### src/rtl/pwm_fade_pkg.sv
// Shared types and register-map constants for the PWM fade sequencer.
package pwm_fade_pkg;

  typedef enum logic [2:0] {
    IDLE     = 3'd0,
    WR_CTR   = 3'd1,
    WAIT_CTR = 3'd2,
    WR_PW    = 3'd3,
    WAIT_PW  = 3'd4,
    HOLD     = 3'd5,
    DONE     = 3'd6
  } fade_state_e;

  // Byte offset of the counter register inside a channel block.
  localparam int unsigned PwCtrOffset = 4;
  // Byte distance between consecutive channel blocks.
  localparam int unsigned ChanStride  = 8;

endpackage

### src/rtl/pwm_fade_step.sv
// Saturating next-level calculator for the fade ramp. Arithmetic is done one
// bit wider than the level so neither direction can wrap; a zero step moves by 1.
module pwm_fade_step #(
  parameter int unsigned CtrSize = 8
) (
  input  logic [CtrSize-1:0] cur_i,
  input  logic [CtrSize-1:0] step_i,
  input  logic [CtrSize-1:0] end_i,
  input  logic               up_i,
  output logic [CtrSize-1:0] next_o,
  output logic               reached_end_o
);

  logic [CtrSize:0] cur_x;
  logic [CtrSize:0] step_x;
  logic [CtrSize:0] end_x;
  logic [CtrSize:0] sum_x;
  logic [CtrSize:0] floor_x;
  logic [CtrSize:0] diff_x;

  // Clamp toward the end level in whichever direction the fade is moving.
  always_comb begin
    cur_x   = {1'b0, cur_i};
    end_x   = {1'b0, end_i};
    step_x  = (step_i == '0) ? {{CtrSize{1'b0}}, 1'b1} : {1'b0, step_i};
    sum_x   = cur_x + step_x;
    floor_x = end_x + step_x;
    diff_x  = cur_x - step_x;
    next_o  = end_i;
    if (up_i) begin
      if (sum_x < end_x) next_o = sum_x[CtrSize-1:0];
    end else begin
      // cur - step stays above end only when cur > end + step; no underflow possible.
      if (cur_x > floor_x) next_o = diff_x[CtrSize-1:0];
    end
  end

  assign reached_end_o = (cur_i == end_i);

endmodule

### src/rtl/pwm_fade_master.sv
// Bus-master fade sequencer driving the PWM wrapper write port.
// Optional build macro PWM_FADE_LOOP_EN: ping-pong between the two levels
// until stopped instead of finishing at the end level.
//
// state    | meaning
// IDLE     | waiting for start_i
// WR_CTR   | counter-register write request on the bus
// WAIT_CTR | waiting for counter write completion
// WR_PW    | pulse-width write request on the bus
// WAIT_PW  | waiting for pulse-width write completion
// HOLD     | down-counting step_period before the next level
// DONE     | one-cycle done pulse, then back to IDLE
module pwm_fade_master
  import pwm_fade_pkg::*;
#(
  parameter int unsigned CtrSize     = 8,
  parameter int unsigned ChanWidth   = 4,
  parameter int unsigned AddrWidth   = 32,
  parameter int unsigned DataWidth   = 32,
  parameter int unsigned PwmBaseAddr = 0
) (
  input  logic                 clk_i,
  input  logic                 rst_i,
  input  logic                 start_i,
  input  logic                 stop_i,
  input  logic [ChanWidth-1:0] channel_i,
  input  logic [CtrSize-1:0]   max_counter_i,
  input  logic [CtrSize-1:0]   start_level_i,
  input  logic [CtrSize-1:0]   end_level_i,
  input  logic [CtrSize-1:0]   step_i,
  input  logic [15:0]          step_period_i,
  output logic                 busy_o,
  output logic                 done_o,
  output logic [CtrSize-1:0]   cur_level_o,
  output logic                 pwm_req_o,
  output logic [AddrWidth-1:0] pwm_addr_o,
  output logic                 pwm_we_o,
  output logic [3:0]           pwm_be_o,
  output logic [DataWidth-1:0] pwm_wdata_o,
  input  logic                 pwm_rvalid_i
);

  fade_state_e          state_q;
  logic [ChanWidth-1:0] chan_q;
  logic [CtrSize-1:0]   start_q;
  logic [CtrSize-1:0]   end_q;
  logic [CtrSize-1:0]   step_q;
  logic [CtrSize-1:0]   wr_level_q;
  logic [15:0]          period_q;
  logic [15:0]          timer_q;
  logic                 up_q;
  logic                 stop_pend_q;
  logic                 stop_now;
  logic [CtrSize-1:0]   next_level;
  logic                 at_end;
  logic [AddrWidth-1:0] ctr_addr_cmd;
  logic [AddrWidth-1:0] pw_addr;

  // Counter address comes from the live command inputs (issued on the latch cycle);
  // pulse-width address comes from the latched channel.
  assign ctr_addr_cmd = AddrWidth'(PwmBaseAddr) + AddrWidth'(channel_i) * AddrWidth'(ChanStride)
                        + AddrWidth'(PwCtrOffset);
  assign pw_addr      = AddrWidth'(PwmBaseAddr) + AddrWidth'(chan_q) * AddrWidth'(ChanStride);
  assign stop_now     = stop_pend_q | stop_i;
  assign pwm_we_o     = pwm_req_o;
  assign pwm_be_o     = 4'hF;

  pwm_fade_step #(.CtrSize(CtrSize)) u_step (
    .cur_i        (wr_level_q),
    .step_i       (step_q),
    .end_i        (end_q),
    .up_i         (up_q),
    .next_o       (next_level),
    .reached_end_o(at_end)
  );

  // Sequencer FSM with registered bus and status outputs.
  always_ff @(posedge clk_i) begin
    if (rst_i) begin
      state_q     <= IDLE;
      chan_q      <= '0;
      start_q     <= '0;
      end_q       <= '0;
      step_q      <= '0;
      wr_level_q  <= '0;
      period_q    <= '0;
      timer_q     <= '0;
      up_q        <= 1'b0;
      stop_pend_q <= 1'b0;
      busy_o      <= 1'b0;
      done_o      <= 1'b0;
      cur_level_o <= '0;
      pwm_req_o   <= 1'b0;
      pwm_addr_o  <= '0;
      pwm_wdata_o <= '0;
    end else begin
      pwm_req_o <= 1'b0;
      done_o    <= 1'b0;
      case (state_q)
        IDLE: begin
          if (start_i) begin
            chan_q      <= channel_i;
            start_q     <= start_level_i;
            end_q       <= end_level_i;
            step_q      <= step_i;
            period_q    <= step_period_i;
            up_q        <= (end_level_i >= start_level_i);
            stop_pend_q <= 1'b0;
            busy_o      <= 1'b1;
            pwm_req_o   <= 1'b1;
            pwm_addr_o  <= ctr_addr_cmd;
            pwm_wdata_o <= DataWidth'(max_counter_i);
            state_q     <= WR_CTR;
          end
        end
        WR_CTR: begin
          if (stop_i) stop_pend_q <= 1'b1;
          state_q <= WAIT_CTR;
        end
        WAIT_CTR: begin
          if (pwm_rvalid_i) begin
            if (stop_now) begin
              done_o  <= 1'b1;
              state_q <= DONE;
            end else begin
              pwm_req_o   <= 1'b1;
              pwm_addr_o  <= pw_addr;
              pwm_wdata_o <= DataWidth'(start_q);
              wr_level_q  <= start_q;
              state_q     <= WR_PW;
            end
          end else if (stop_i) begin
            stop_pend_q <= 1'b1;
          end
        end
        WR_PW: begin
          if (stop_i) stop_pend_q <= 1'b1;
          state_q <= WAIT_PW;
        end
        WAIT_PW: begin
          if (pwm_rvalid_i) begin
            cur_level_o <= wr_level_q;
            timer_q     <= period_q;
`ifdef PWM_FADE_LOOP_EN
            if (stop_now) begin
              done_o  <= 1'b1;
              state_q <= DONE;
            end else begin
              // Bounce: the level just reached becomes the new start.
              if (at_end) begin
                start_q <= end_q;
                end_q   <= start_q;
                up_q    <= ~up_q;
              end
              state_q <= HOLD;
            end
`else
            if (stop_now || at_end) begin
              done_o  <= 1'b1;
              state_q <= DONE;
            end else begin
              state_q <= HOLD;
            end
`endif
          end else if (stop_i) begin
            stop_pend_q <= 1'b1;
          end
        end
        HOLD: begin
          if (stop_i) begin
            done_o  <= 1'b1;
            state_q <= DONE;
          end else if (timer_q == '0) begin
            pwm_req_o   <= 1'b1;
            pwm_addr_o  <= pw_addr;
            pwm_wdata_o <= DataWidth'(next_level);
            wr_level_q  <= next_level;
            state_q     <= WR_PW;
          end else begin
            timer_q <= timer_q - 16'd1;
          end
        end
        DONE: begin
          busy_o  <= 1'b0;
          state_q <= IDLE;
        end
        default: state_q <= IDLE;
      endcase
    end
  end

endmodule
### config.mk
export PLATFORM = sky130hd
export DESIGN_NAME = pwm_fade_master
export DESIGN_NICKNAME = d
export VERILOG_FILES = /design/src/rtl/pwm_fade_pkg.sv /design/src/rtl/pwm_fade_step.sv /design/src/rtl/pwm_fade_master.sv
export SDC_FILE = /design/constraint.sdc
export NUM_CORES = 1
export LEC_CHECK = 0
export BUFFER_PORTS_ARGS = -buffer_cell sky130_fd_sc_hd__buf_2
export CAP_MARGIN = 25
export CORE_MARGIN = 5
export CORE_UTILIZATION = 42
export DETAILED_ROUTE_END_ITERATION = 8
export SYNTH_ARGS = -nofsm -noshare
export SYNTH_HDL_FRONTEND = slang
export SYNTH_SLANG_ARGS = --single-unit
### constraint.sdc
create_clock -name clk_i -period 11.5 [get_ports clk_i]
set_input_delay 1.15 -clock clk_i [delete_from_list [all_inputs] [get_ports clk_i]]
set_output_delay 1.15 -clock clk_i [all_outputs]
set_load 0.01 [all_outputs]
Yosys cells after proc, flatten, opt, wreduce, memory -nomap -nowiden
Cells that the tools add are included.

storage, ports and cells
  input bits = 57
  word-level logic and storage cells = 111
  register bits = 148

cells by class
  reduce and logical (&&, ||, !) cells = 19
  multiplexer cells = 51
  add/sub/neg operators = 5
  bitwise gates (word level) = 1
  magnitude comparators = 3
  equal/unequal tests = 16

operator list
  cell                     count
  $mux W32                 10
  $pmux W32 S3             2
  $mux W8                  8
  $mux W16                 3
  $pmux W16 S2             1
  $add A8 B9 Y9            2
  $mux W3                  6
  $pmux W3 S6              1
  $logic_not A16 Y1        1
  $ne A2 B2 Y1 const B     8
  $pmux W8 S2              1
  $sub A16 B1 Y16 const B  1
  $mux W1                  14
  $eq A3 B3 Y1 const B     3
  $gt A8 B9 Y1             1
  $lt A9 B8 Y1             1
  $pmux W1 S3              3
  $add A7 B3 Y8 const B    1
  $eq A8 B8 Y1             1
  $ge A8 B8 Y1             1
  $logic_not A8 Y1         1
  $reduce_and A4 Y1        2
  $sub A8 B8 Y8            1
  $eq A3 B2 Y1 const B     2
  other kinds (14)         20

Longest topological paths before layout
Gate-level depths: netlist of the first run.

  depth after elaboration = 9
  depth in mapped cells = 18
  mapped depth without buffers = 18

Hierarchy
From an unflattened synthesis of the first run, not the netlist that was laid out.

unflattened totals
  cells, all modules = 932
  area total of the unflattened synthesis = 7086.8 um2

modules (own cells, without submodules)
  module           instances  seq. area each (um2)  cells an instance  area each (um2)
  pwm_fade_master  1          1941.9                723                5383.9
  pwm_fade_step    1          0.0                   209                1702.9

Worst setup path after synthesis of the first run
OpenSTA, ideal clock, no wires.

  path type = flip-flop to flip-flop
  from = register step_q[7]
  to = register wr_level_q[5]
  buffers on the path = 0
  slack = 7.720 ns
  arrival = 3.711 ns
  stages on the path, launching flop included = 18
  path through = dfxtp_1 > nor3_1 > a41o_1 > ha_1 > inv_1 > fa_1 > o21bai_1 > a21oi_1 > o21a_1 > a2111oi_2 > ha_1 > a211o_1 > a211oi_1 > o21a_1 > and2_1 > nor3_1 > o41a_1 > a21oi_1

between the ends
  cells in the longest elaborated chain, start to end = 9

RTL lines
  element                                              line                                      text
  start, declared                                      pwm_fade_master.sv:47                     logic [CtrSize-1:0] step_q;
  start signal, assigned                               pwm_fade_master.sv:105                    step_q <= step_i;
  $logic_not A8 Y1                                     pwm_fade_step.sv:25                       step_x = (step_i == '0) ? {{CtrSize{1'b0}}, 1'b1} : {1'b0, step_i};
  $mux W8 (*)                                          pwm_fade_step.sv:25
  $add A8 B9 Y9, on equally long branches              pwm_fade_step.sv:27, pwm_fade_step.sv:26
  $gt A8 B9 Y1 / $lt A9 B8 Y1 (equally long branches)  pwm_fade_step.sv:34, pwm_fade_step.sv:31
  $mux W8, on equally long branches                    pwm_fade_step.sv:34, pwm_fade_step.sv:31
  $mux W8 (*)                                          pwm_fade_step.sv:30                       if (up_i) begin
  $mux W8 (*)                                          pwm_fade_master.sv:173                    end else if (timer_q == '0) begin
  $mux W8 (*)                                          pwm_fade_master.sv:170                    if (stop_i) begin
  $pmux W8 S2 (*)                                      pwm_fade_master.sv:99                     case (state_q)
  end signal, assigned                                 pwm_fade_master.sv:129                    wr_level_q <= start_q;
  end signal, assigned                                 pwm_fade_master.sv:177                    wr_level_q <= next_level;
  end, declared                                        pwm_fade_master.sv:48                     logic [CtrSize-1:0] wr_level_q;

Every way passes the cells marked *; elsewhere a longest branch is shown, timed or not. The select of a mux whose other input is x is not followed.
A chain may end at the register's enable or synchronous reset.

Worst setup path after layout of the first run
  from = register step_q[1]
  to = register wr_level_q[2]

The elaborated chain is that of the path after synthesis.

==> out/summary.txt, run 1 <==
core area: 15090 µm²
Rel. slew slack: 0.3580
Hold Crit Class: flip-flop to flip-flop
type of origin of the critical path: flip-flop
highest clock rate: 232.2 MHz
IO buf count: 81
final setup TNS: 0 ns
H-tree depth: 3
Final Hold Violating Endpoints: 0
maxcap violations: 0
largest net degree at the start of global routing: 91
EDFF count, synth: 0
flops & latches, synth: 97
vias in the first global route: 5421
number of distinct library cells after synthesis: 65
global-route usage over all layers: 0.2004
die span in y: 133.4 µm
arrival time worst endpoint: 4.56 ns
dpl cell area: 6688 µm²
area of the mapped netlist: 6395 µm²
post-CTS repair timing setup buffer count: 0
Top FF cell, synth: dfxtp_1
routed vias/inst: 5.485
clock-pin slew on the worst setup and hold paths: 0.07 ns
Crit Path Category: flip-flop to flip-flop
worst-path maximum fanout: 7
share of the synthesized area in the top cell type: 0.3037
routed len/inst: 16.75 µm
I/O pins: 137
clk_skew: 0.008711 ns
DR pass1 iterations: 5
most instantiated cells after synthesis: 144 x nand2_1, 97 x dfxtp_1, 91 x a21oi_1
Critical Path Sink Type: flip-flop
Slew Limit Fails: 0
Leakage: 3.002 nW
worst stage delay on the critical path: 0.42 ns
synth top area cells: dfxtp_1 30%, ha_1 9.2%, nand2_1 8.5%
Mapped Avg Cell Area: 7.568 µm²
Power per Cell Area: 228.5 nW/µm²
measured slew at the worst slew-check pin: 0.9630 ns
TritonCTS clock tree: built
post-synthesis sequential area ratio: 0.3037
Initial Utilization: 0.4238
Slowest cell on crit path: fa_1
critical path, cell by cell: nor3_1 -> a41o_1 -> ha_1 -> inv_1 -> fa_1 -> o21bai_1 -> a21oi_1 -> o21a_1 -> a2111oi_2 -> ha_1 -> a211o_1 -> a211oi_1 -> o21a_1 -> nand2_1 -> nand2_1 -> o2111ai_1 -> a311oi_1
Cell Count Post-Placement: 1072
Syn. warnings: 0
Synth Instances: 845
final setup vio count: 0
DR iter-0 viols: 592
Final Instance Count excl. Fillers: 1088
DP HPWL: 13.29 mm
RSZ-0062 raised after global routing: false
Tmin final: 4.306 ns
status: finished, final reports clean
asr flop ratio synth: 0
Die W: 133.4 µm
Cell Rows: 45
TritonCTS buffer count: 9
CTS root buffer: clkbuf_16
Period Utilization, post-route: 0.3745
antenna-violating nets left: 0
clk buf depth: 2
vias post-DR: 5968
Worst EP required: 11.75 ns
first-pass GRT wire length: 28.89 mm
most frequent cell after synthesis: nand2_1
post-route cell area: 6985 µm²
die area: 17790 µm²
Post-CTS Resized: 0
share of cells above drive strength 1: 0.1256
Max VDD drop: 0.00009349 V
final WL: 18.23 mm
# DRC: 0
Final nets: 1002
clk sink count: 97
hold buffers post-CTS: 0
worst skew pair latency: 0.35 ns
initial antenna violation count: 0
Yosys top cell by area: dfxtp_1
synthesis-to-finish area growth: 9.235%
total grt overflow: 0
gpl congestion: 0.9258
ANT cells: 0
[cell type report]
type | count | area (µm²)
fill | 1570 | 8104
multi-input combinational | 661 | 3906
sequential | 97 | 1942
timing repair buffer | 88 | 461.7
clock buffer | 12 | 246.5
tap | 188 | 235.2
inverter | 38 | 142.6
clock inverter | 4 | 51.30
[through the flow]
step	setup slack [ns]	power [mW]	util	hold slack [ns]
6_report	7.194	1.597	0.4629	0.4556
5_1_grt	6.795	1.718	0.4629	0.4759
4_1_cts	7.221	1.593	0.4629	0.4584
3_5_place_dp	7.253	1.279	0.4432	0.4491
3_3_place_gp	7.378	1.276	0.4425	0.4399
2_1_floorplan	7.720	1.069	-	0.4329
[sequential cells by signal, indices dropped and copies added (netlist names), 3 cells and up]
name	cells
pwm_wdata_o	8
state_q	3
start_q	8
cur_level_o	8
wr_level_q	8
timer_q	16
end_q	8
period_q	16
pwm_addr_o	5
chan_q	4
step_q	8
[layer usage]
layer	track usage	vias to the layer above	wire, µm
met2	0.2678	252	7054
met1	0.3184	2740	9346
li1	-	2946	-
met4	0.07200	0	423
met5	0	-	0
met3	0.03059	30	1401
[layout by cell type (no fill, tap or decap), types with 9 or more instances in the layout]
cell | Yosys | routed
a22oi_1 | 9 | 9
nor2b_1 | 10 | 10
dfxtp_1 | 97 | 97
o21a_1 | 10 | 10
inv_1 | 36 | 36
nor3_1 | 18 | 18
buf_2 | 10 | 81
o21ai_1 | 16 | 16
xnor2_1 | 15 | 15
nor2_1 | 62 | 62
o21ai_0 | 38 | 38
conb_1 | 2 | 55
clkbuf_16 | 0 | 9
ha_1 | 47 | 47
nand3_1 | 13 | 13
nand2_1 | 144 | 144
a21oi_1 | 91 | 91
[kinds of logic (layout without fill, tap and decap cells)]
group / Yosys count / in the layout / synth area share
simple gates: 291 / 291 / 0.2056
compound gates: 243 / 243 / 0.2401
fa+ha+maj: 50 / 50 / 0.1013
xor+xnor: 20 / 20 / 0.02739
mux: 2 / 2 / 0.003131
flops: 97 / 97 / 0.3037
other cells: 2 / 55 / 0.001174
buf+inv: 140 / 142 / 0.1176
[worst max-delay path: cells and delay by family (launching register included)]
family                   cells  cell delay [ns]
buffers and inverters        1             0.05
flip-flops                   1             0.38
AO/OA/AOI/OAI               10             2.30
AND/OR/NAND/NOR              3             0.54
adder cells (fa/ha/maj)      3             0.93
[worst paths after layout]
kind                                             startpoint                           to  slack, ns  depth (start not counted)
worst max-delay path                 step_q[1]$_SDFFE_PP0P_   wr_level_q[2]$_SDFFE_PP0P_       7.19                         17
worst min register to register  cur_level_o[7]$_SDFFE_PP0P_  cur_level_o[7]$_SDFFE_PP0P_       0.46                          2
worst min-delay path            cur_level_o[7]$_SDFFE_PP0P_  cur_level_o[7]$_SDFFE_PP0P_       0.46                          2
worst max register to register       step_q[1]$_SDFFE_PP0P_   wr_level_q[2]$_SDFFE_PP0P_       7.19                         17
[power breakdown]
group,internal (mW),total (mW),switching (mW)
Combinational,0.303,0.783,0.480
Sequential,0.407,0.501,0.0939
Clock,0.176,0.313,0.137
Total,0.886,1.60,0.711
Power figures use the tool's default switching activity.
==> run 2: changes to the inputs <==
ABC_AREA = 1   (was not set)
clock period = 4.4 ns   (was 11.5 ns; I/O delays follow)
==> run 2 against run 1 <==
  * Sequential cell count stayed put
  * Largest power group unchanged
  * Cell count is 13% higher
  * Wire length hardly changed
  * Largest cell class unchanged
  * Critical path type unchanged
  * Synthesized cell count is 13% higher
  * Sequential power grew to 2.8 times the previous value
  * Sequential share of layout area is 1.1 points lower
  * Via count is 3.6% higher
  * Combinational power grew to 4.1 times the previous value
  * Worst setup slack worse by 6.8 ns
==> out/summary.txt, run 2 <==
TritonCTS buffer count: 9 (unchanged)
Final Instance Count excl. Fillers: 1226 (was 1088)
H-tree depth: 3 (unchanged)
die span in y: 136.3 µm (was 133.4 µm)
worst-path maximum fanout: 13 (was 7)
Initial Utilization: 0.4249 (was 0.4238)
routed len/inst: 14.86 µm (was 16.75 µm)
DP HPWL: 14.07 mm (was 13.29 mm)
initial antenna violation count: 0 (unchanged)
final setup vio count: 0 (unchanged)
most instantiated cells after synthesis: 173 x nand2_1, 130 x a21oi_1, 103 x inv_1 (was 144 x nand2_1, 97 x dfxtp_1, 91 x a21oi_1)
CTS root buffer: clkbuf_16 (unchanged)
clk buf depth: 2 (unchanged)
antenna-violating nets left: 0 (unchanged)
maxcap violations: 0 (unchanged)
asr flop ratio synth: 0 (unchanged)
ANT cells: 0 (unchanged)
Power per Cell Area: 750.6 nW/µm² (was 228.5 nW/µm²)
Worst setup startpoint: step_q[1]$_SDFFE_PP0P_ (unchanged)
Mapped Avg Cell Area: 7.023 µm² (was 7.568 µm²)
worst skew pair latency: 0.35 ns (about the same)
commonest non-fill, non-tap cell in the layout: nand2_1 (unchanged)
die area: 18580 µm² (was 17790 µm²)
area of the mapped netlist: 6700 µm² (was 6395 µm²)
clock-pin slew on the worst setup and hold paths: 0.07 ns (about the same)
Yosys top cell by area: dfxtp_1 (unchanged)
DR pass1 iterations: 7 (was 5)
# DRC: 0 (unchanged)
I/O pins: 137 (unchanged)
highest clock rate: 249.9 MHz (was 232.2 MHz)
dpl cell area: 6968 µm² (was 6688 µm²)
min-delay src: step_period_i[12] (was cur_level_o[7]$_SDFFE_PP0P_)
Syn. warnings: 0 (unchanged)
status: finished, final reports clean (unchanged)
CP most frequent cell: nand2_1
Reg-to-Reg End: wr_level_q[7]$_SDFFE_PP0P_ (was wr_level_q[2]$_SDFFE_PP0P_)
r2r setup slk: 0.40 ns (was 7.19 ns)
Rel. slew slack: 0.4578 (was 0.3580)
largest net degree at the start of global routing: 56 (was 91)
most frequent cells in the layout: 172 x nand2_1, 130 x a21oi_1, 102 x inv_1, 97 x dfxtp_1, 93 x o21ai_0 (was 144 x nand2_1, 97 x dfxtp_1, 91 x a21oi_1, 81 x buf_2, 62 x nor2_1)
vias post-DR: 6182 (was 5968)
Final nets: 1112 (was 1002)
Cell Count Post-Placement: 1210 (was 1072)
final WL: 18.22 mm (was 18.23 mm)
clk sink count: 97 (unchanged)
post-synthesis sequential area ratio: 0.2898 (was 0.3037)
final core utilization: 0.4611 (was 0.4629)
Crit Path Category: flip-flop to flip-flop (unchanged)
post-CTS repair timing setup buffer count: 0 (unchanged)
Filler cells: 1679 (was 1570)
post-route cell area: 7272 µm² (was 6985 µm²)
clk_skew: 0.007856 ns (was 0.008711 ns)
Top FF cell, synth: dfxtp_1 (unchanged)
multi-input logic area: 3880 µm² (was 3906 µm²)
vias in the first global route: 5675 (was 5421)
EDFF count, synth: 0 (unchanged)
number of distinct library cells after synthesis: 55 (was 65)
Leakage: 3.493 nW (was 3.002 nW)
type of origin of the critical path: flip-flop (unchanged)
Max VDD drop: 0.0002718 V (was 0.00009349 V)
first-pass GRT wire length: 28.60 mm (was 28.89 mm)
Top Registers: period_q (16), timer_q (16) (unchanged)
Final WS setup: 0.3982 ns (was 7.194 ns)
synthesis-to-finish area growth: 8.534% (was 9.235%)
final total power: 5.458 mW (was 1.597 mW)
worst stage delay on the critical path: 0.40 ns (was 0.42 ns)
total grt overflow: 0 (unchanged)
Fin Hold WS: 0.3393 ns (was 0.4556 ns)
Min-Delay Path Depth: 3 (was 2)
Cell Rows: 46 (was 45)
hold buffers post-CTS: 0 (unchanged)
critical path, cell by cell: inv_1 -> nand4_1 -> o41ai_2 -> ha_1 -> inv_1 -> fa_1 -> o21ai_1 -> a21oi_1 -> xor2_1 -> ha_1 -> nand2_1 -> nor2_1 -> a21boi_0 -> nand2_1 -> nor2_1 -> nand2_1 -> inv_1 -> nand3_1 -> nand2_1 -> nand3_1 -> a21oi_1 (was nor3_1 -> a41o_1 -> ha_1 -> inv_1 -> fa_1 -> o21bai_1 -> a21oi_1 -> o21a_1 -> a2111oi_2 -> ha_1 -> a211o_1 -> a211oi_1 -> o21a_1 -> nand2_1 -> nand2_1 -> o2111ai_1 -> a311oi_1)
Crit Reg-Reg Startpoint: step_q[1]$_SDFFE_PP0P_ (unchanged)
arrival time worst endpoint: 4.28 ns (was 4.56 ns)
register area: 1942 µm² (unchanged)
IO buf count: 81 (unchanged)
Critical Path Sink Type: flip-flop (unchanged)
TritonCTS clock tree: built (unchanged)
Die W: 136.3 µm (was 133.4 µm)
global-route usage over all layers: 0.1943 (was 0.2004)
Slew Limit Fails: 0 (unchanged)
share of the synthesized area in the top cell type: 0.2898 (was 0.3037)
Final Hold Violating Endpoints: 0 (unchanged)
final setup TNS: 0 ns (unchanged)
Tmin final: 4.002 ns (was 4.306 ns)
routed vias/inst: 5.042 (was 5.485)
core area: 15770 µm² (was 15090 µm²)
Synth Instances: 954 (was 845)
Worst Hold Path EP: period_q[12]$_SDFFE_PP0P_ (was cur_level_o[7]$_SDFFE_PP0P_)
flops & latches, synth: 97 (unchanged)
share of cells above drive strength 1: 0.1366 (was 0.1256)
DR iter-0 viols: 444 (was 592)
Worst Reg-to-Reg Cells: 21 (was 17)
RSZ-0062 raised after global routing: false (unchanged)
Slowest cell on crit path: fa_1 (unchanged)
worst slack at placement: 0.2514 ns (was 7.253 ns)
Period Utilization, post-route: 0.9095 (was 0.3745)
gpl congestion: 0.9108 (was 0.9258)
synth top area cells: dfxtp_1 29%, a21oi_1 9.7%, nand2_1 9.7% (was dfxtp_1 30%, ha_1 9.2%, nand2_1 8.5%)
most frequent cell after synthesis: nand2_1 (unchanged)
Worst EP required: 4.68 ns (was 11.75 ns)
measured slew at the worst slew-check pin: 0.8102 ns (was 0.9630 ns)
Hold Crit Class: input port to flip-flop (was flip-flop to flip-flop)
-- run 2: changes by cell type after synthesis, moves of 11 or more --
| cell | change |
|---|---|
| nor3_1 | -14 |
| o21ai_0 | +55 |
| nand2_1 | +29 |
| inv_1 | +67 |
| nor2_1 | -11 |
| xnor2_1 | -11 |
| xor2_1 | +11 |
| nand3_1 | +38 |
| a21oi_1 | +39 |
-- run 2: timing repair --
item                                    in CTS  in global routing
resized for setup                            0                  1
endpoints found under the hold margin        0                  0
endpoints found under the setup margin       0                 16
-- run 2: per-layer routing --
layer	global-route usage	share of wire	wire, µm
met5	0	0	0
met4	0.06551	0.020	365
met3	0.02813	0.069	1260
met2	0.3052	0.44	7970
met1	0.2730	0.47	8618
-- run 2: worst max-delay path, delay by kind of cell, from the launching register on --
| kind | cells | cell delay, ns |
|---|---|---|
| buffers and inverters | 3 | 0.46 |
| AOI/OAI and AO/OA | 5 | 1.08 |
| adders and majority gates | 3 | 0.96 |
| xor gates and xnor gates | 1 | 0.16 |
| and+or+nand+nor | 9 | 0.90 |
| DFF | 1 | 0.36 |
-- run 2: area by class of cell --
class | count | area share
clock buffers | 11 | 0.03200
clock inverters | 5 | 0.008775
inverters | 114 | 0.06056
multi-input cells | 697 | 0.5336
flip-flops and latches | 97 | 0.2670
well taps | 216 | 0.03716
repair buffers | 86 | 0.06091
-- run 2: kinds of logic (layout without fill, tap and decap cells) --
kind of cell / count (synthesis) / after routing / synth area share
flip-flops: 97 / 97 / 0.2898
adder cells (fa/ha/maj): 50 / 50 / 0.09673
multiplexers: 2 / 2 / 0.002988
buffers and inverters: 213 / 216 / 0.1623
AO/OA/AOI/OAI: 261 / 261 / 0.2090
other: 2 / 55 / 0.001121
AND/OR/NAND/NOR: 309 / 309 / 0.2120
XOR/XNOR: 20 / 20 / 0.02614
-- run 2: worst max-delay path by stage --
stage,end,slack [ns],cells past startpoint
finish,wr_level_q[7]$_SDFFE_PP0P_,0.40,21
global route,pwm_wdata_o[5]$_SDFFE_PP0P_,0.04,21
CTS,wr_level_q[7]$_SDFFE_PP0P_,0.24,21
detailed placement,pwm_wdata_o[7]$_SDFFE_PP0P_,0.25,21
global placement,pwm_wdata_o[7]$_SDFFE_PP0P_,0.47,21
floorplan,pwm_wdata_o[1]$_SDFFE_PP0P_,0.94,20
-- run 2: where the power goes --
part | leakage, nW | switching, mW | internal (mW) | total (mW)
clock network | 0.140 | 0.363 | 0.446 | 0.809
registers | 0.797 | 0.276 | 1.13 | 1.41
logic | 2.56 | 2.10 | 1.14 | 3.24
